### config.mk
export PLATFORM = sky130hd
export DESIGN_NAME = mux_n_reg
export DESIGN_NICKNAME = d
export VERILOG_FILES = /design/src/rtl/mux_n_reg.sv
export SDC_FILE = /design/constraint.sdc
export NUM_CORES = 1
export LEC_CHECK = 0
export CAP_MARGIN = 20
export CORE_UTILIZATION = 39
export CTS_CLUSTER_SIZE = 12
export DETAILED_ROUTE_END_ITERATION = 8
export PLACE_DENSITY = 0.84
export SYNTH_ARGS = -nofsm -noshare
export SYNTH_HDL_FRONTEND = slang
export SYNTH_SLANG_ARGS = --single-unit
### constraint.sdc
create_clock -name clk -period 1.5 [get_ports clk]
set_input_delay 0.45 -clock clk [delete_from_list [all_inputs] [get_ports clk]]
set_output_delay 0.45 -clock clk [all_outputs]
set_load 0.01 [all_outputs]
### src/rtl/mux_n_reg.sv
// N-input selection mux with a registered output stage, pipeline valid/stall/flush
// and a sticky out-of-range selector flag. Per-input use counters: MUX_N_REG_CONTADORES_EN.
module mux_n_reg #(
  parameter int WIDTH         = 32,
  parameter int N_ENTRADAS    = 3,
  parameter int MODO_INVALIDO = 0,
  localparam int SEL_W        = (N_ENTRADAS > 1) ? $clog2(N_ENTRADAS) : 1
) (
  input  logic                        clk,
  input  logic                        rst_n,
  input  logic [SEL_W-1:0]            seletor,
  input  logic [N_ENTRADAS*WIDTH-1:0] entradas,
  input  logic                        valido_in,
  input  logic                        stall,
  input  logic                        flush,
  input  logic                        limpa_erro,
  input  logic [SEL_W-1:0]            cont_idx,
  output logic [WIDTH-1:0]            saida,
  output logic                        valido_out,
  output logic                        erro_sel,
  output logic [15:0]                 cont_val
);

  // Handshake: no ready path. valido_in qualifies seletor/entradas in the cycle it is
  // high; valido_out qualifies saida one cycle later; stall freezes the stage, flush kills it.
  localparam logic [SEL_W:0] N_LIM = (SEL_W + 1)'(N_ENTRADAS);

  logic             in_range;
  logic             carga;
  logic             carga_ok;
  logic             erro_novo;
  logic [WIDTH-1:0] dado_sel;

  // Widened by one bit so the compare stays meaningful when N_ENTRADAS is a power of 2.
  assign in_range  = ({1'b0, seletor} < N_LIM);
  assign carga     = !flush && !stall;
  assign carga_ok  = carga && valido_in && in_range;
  assign erro_novo = carga && valido_in && !in_range;

  always_comb begin
    dado_sel = '0;
    for (int k = 0; k < N_ENTRADAS; k++) begin
      if (seletor == k[SEL_W-1:0]) dado_sel = entradas[k*WIDTH +: WIDTH];
    end
  end

  always_ff @(posedge clk) begin
    if (!rst_n) begin
      saida      <= '0;
      valido_out <= 1'b0;
    end else if (flush) begin
      valido_out <= 1'b0;
    end else if (!stall) begin
      if (valido_in && !in_range) begin
        valido_out <= 1'b0;
        if (MODO_INVALIDO == 0) saida <= '0;
      end else begin
        valido_out <= valido_in;
        if (in_range) saida <= dado_sel;
      end
    end
  end

  // A fresh error outranks a clear request in the same cycle.
  always_ff @(posedge clk) begin
    if (!rst_n)          erro_sel <= 1'b0;
    else if (erro_novo)  erro_sel <= 1'b1;
    else if (limpa_erro) erro_sel <= 1'b0;
  end

`ifdef MUX_N_REG_CONTADORES_EN
  logic [15:0] contadores [N_ENTRADAS];

  always_ff @(posedge clk) begin
    if (!rst_n) begin
      for (int k = 0; k < N_ENTRADAS; k++) contadores[k] <= '0;
    end else begin
      for (int k = 0; k < N_ENTRADAS; k++) begin
        if (carga_ok && (seletor == k[SEL_W-1:0]) && (contadores[k] != 16'hFFFF))
          contadores[k] <= contadores[k] + 16'd1;
      end
    end
  end

  always_comb begin
    cont_val = '0;
    for (int k = 0; k < N_ENTRADAS; k++) begin
      if (cont_idx == k[SEL_W-1:0]) cont_val = contadores[k];
    end
  end
`else
  logic unused_carga_ok;
  assign unused_carga_ok = carga_ok;
  // cont_idx is masked away so the port stays identical without counter storage.
  assign cont_val = 16'h0000 & {{(16-SEL_W){1'b0}}, cont_idx};
`endif

endmodule

==> results.py, run 1 <==
metrics = {
    "run_status": {
        "status": "finished clean",
    },
    "sta": {
        "rsz0062_at_grt": "no",
        "skew_ns": 0,
        "finalCritPeriodShare_pct": 90.08,
        "final_worst_slack_ns": 0.1488,
        "post_layout_minimum_cycle_time_ns": 1.351,
        "hold_viol": 0,
        "drv_slew": 0,
        "setup_viol_count_final": 0,
        "max_freq_mhz": 740.1,
    },
    "power": {
        "finalPower_w": 0.002570,
        "p_leak_nw": 1.871,
        "irDropWorstVdd_mv": 0.3091,
        "power_per_cell_area_nw_per_um2": 611.3,
    },
    "place": {
        "dp_worst_setup_slack_ns": -0.2763,
        "dpl-instance-area_um2": 4124,
        "placer_congestion_estimate": 0.7409,
        "dp.final_hpwl_um": 5284,
        "port_buffers": 137,
    },
    "logic_synthesis": {
        "synthArstFlopShare_pct": 0,
        "yosys_register_bits": 34,
        "synth_largest_area_cell": "dfxtp_1",
        "post_synth_inst_count": 278,
        "yosys-top-cells-count": "dfxtp_1 (34), nand2_1 (34), inv_1 (32), o21ai_0 (32)",
        "post-synth-top-area-fraction_pct": 24.90,
        "yosysUniqueCellTypes": 27,
        "synth_flop_cell": "dfxtp_1",
        "synth_edf_count": 0,
        "synth_area_um2": 2734,
        "yosys_warnings": 0,
        "avgSynthCellArea_um2": 9.834,
        "share_of_the_yosys_chip_area_belonging_to_registers_pct": 24.90,
        "synthTopCellsByArea": "dfxtp_1 (25%), mux2_4 (15%), o211ai_2 (14%)",
    },
    "setup_path": {
        "cell_family_with_most_cp_delay": "flip-flops",
        "cp_cell_sequence": "dlygate4sd2_1",
        "worst-setup-path-type": "reg2out",
        "worstSetupStartpointType": "register",
        "slowest_delay_ns": 0.35,
        "required_ns": 1.05,
        "timing.critical_path.to_type": "output pin",
        "crit_arrival_ns": 0.90,
        "cp_max_fo": 2,
        "cpMaxStageDelayCell": "dfxtp_1",
        "worst-path-buf-inv": 1,
    },
    "floorplan": {
        "effective_utilization_at_floorplan_pct": 40.24,
        "placementRows": 30,
        "fp.coreArea_um2": 6794,
        "dieArea_um2": 7349,
        "boundary_pin_count": 156,
        "floorplan.die.height_um": 85.73,
        "chipWidth_um": 85.73,
    },
    "cts": {
        "cts_num_sinks": 34,
        "clock-root-buffer": "clkbuf_8",
        "clock_transition_at_the_registers_of_the_reported_paths_ns": 0.07,
        "max-clock-path-buffers": 2,
        "htree_levels": 2,
        "clock_insertion_delay_worst_skew_ns": 0.27,
        "cts_tree": "yes",
        "cts_inserted_buffers": 5,
    },
    "layout": {
        "final.fill_count": 584,
        "antenna_cells": 0,
        "multi_input_area_um2": 1634,
        "layout.nets": 520,
        "seqCellArea_um2": 680.7,
        "share_of_post_route_cells_with_drive_strength_above_1_pct": 29.64,
        "finish.instance_area_um2": 4204,
        "syn2layout_area_growth_pct": 53.78,
    },
    "global_route": {
        "grt_pass1_wl_um": 10860,
        "remaining_global_route_overflow": 0,
        "grt_antenna_before_repair": 0,
        "grt_max_degree": 26,
        "via_count_of_the_first_global_routing_pass": 2403,
        "grt_usage_pct": 18.18,
    },
    "route": {
        "routed_via_density": 4.644,
        "vias": 2373,
        "totalWireLength_um": 6612,
        "drt_pass1_iterations": 3,
        "final_antenna_net_count": 0,
        "count_of_routing_violations_after_the_opening_detailed_route_iteration": 53,
        "post-route-drc-count": 0,
        "avgRoutedWirePerCell_um": 12.94,
    },
    "run": {
        "maximum_capacitance_violations": 0,
    },
    "min_path": {
        "holdCritPathClass": "reg2reg",
    },
}
per-stage QoR:
step	hold WS, ns	std cells	utilization [%]	TNS [ns]
6_report	0.4606	511	61.88	0
5_1_grt	0.4792	511	61.88	0
4_1_cts	0.4635	510	61.69	0
3_5_place_dp	0.4565	502	60.70	-8.114
3_3_place_gp	0.4502	502	60.70	-7.399
2_1_floorplan	0.4792	293	-	0
sequential cells by signal, summed over array words and instances (netlist names):
name / cells
saida: 32
erro_sel: 1
valido_out: 1
routing by layer:
layer  track usage, %  up-vias  part of all wire, %
met1            20.11     1092                   40
met3            5.197        8                  6.8
met5                0        -                    0
met4            4.545        0                  1.2
met2            34.04       86                   52
li1                 -     1187                    -
final cells by class:
class	count	area share (%)
repair buffers	154	36.61
flip-flops and latches	34	16.19
inverters	32	2.857
clock buffers	8	2.619
multi-input cells	187	38.87
well taps	96	2.857
power by group:
group | total [W] | leakage, nW | switching, W | internal [W]
clock network | 0.000783 | 0.0575 | 0.000320 | 0.000464
logic | 0.000826 | 1.54 | 0.000323 | 0.000503
registers | 0.000961 | 0.277 | 0.0000185 | 0.000942
total | 0.00257 | 1.87 | 0.000661 | 0.00191
worst register-to-register path, stage by stage (launching register included):
cell and delay (ns):
dfxtp_1 0.31, nand2_1 0.05, o21ai_1 0.05, and3b_1 0.17
cells by family (layout without fill, tap and decap cells):
logic type	after synthesis	after routing	share of synthesized area [%]
and+or+nand+nor	40	40	6.591
muxes	32	32	16.89
other	1	16	0.1372
DFF	34	34	24.90
buffers and inverters	72	194	17.39
AOI/OAI and AO/OA	99	99	34.10
cells in the final DEF, fill, tap and decap left out, types with 10 or more instances in the layout:
cell type,netlist,routed
clkdlybuf4s50_1,0,99
nand2_1,34,34
dfxtp_1,34,34
dlygate4sd2_1,0,34
inv_1,32,32
o21ai_0,32,32
o211ai_2,30,30
a21boi_2,30,30
mux2_4,27,27
conb_1,1,16
buf_4,16,10
timing repair:
item / CTS / global route
hold endpoints to repair: 0 / 0
hold buffers: 0 / 0
setup endpoints to repair: 34 / 32
resized for setup: 34 / 2
buffers inserted: 0 / 1
pin swaps: 0 / 1
gates cloned: 0 / 0
path summary, 6_finish.rpt:
path / depth (start not counted) / start / to / slack [ns]
worst min register to register: 2 / saida[6] / saida[6] / 0.46
worst max-delay path: 1 / saida[5] / saida[5] / 0.15
worst max register to register: 3 / valido_out / valido_out / 0.83
worst min-delay path: 2 / saida[6] / saida[6] / 0.46
No activity file was read; power rests on OpenSTA's default activity.
==> run 2: changes to the inputs <==
--- a/config.mk
+++ b/config.mk
@@ -9,6 +9,7 @@
 export CORE_UTILIZATION = 39
 export CTS_CLUSTER_SIZE = 12
 export DETAILED_ROUTE_END_ITERATION = 8
+export HOLD_SLACK_MARGIN = 0.15
 export PLACE_DENSITY = 0.84
 export SYNTH_ARGS = -nofsm -noshare
 export SYNTH_HDL_FRONTEND = slang
==> results of run 2 <==
Final layout, timing and power as in run 1 (identical DEF).
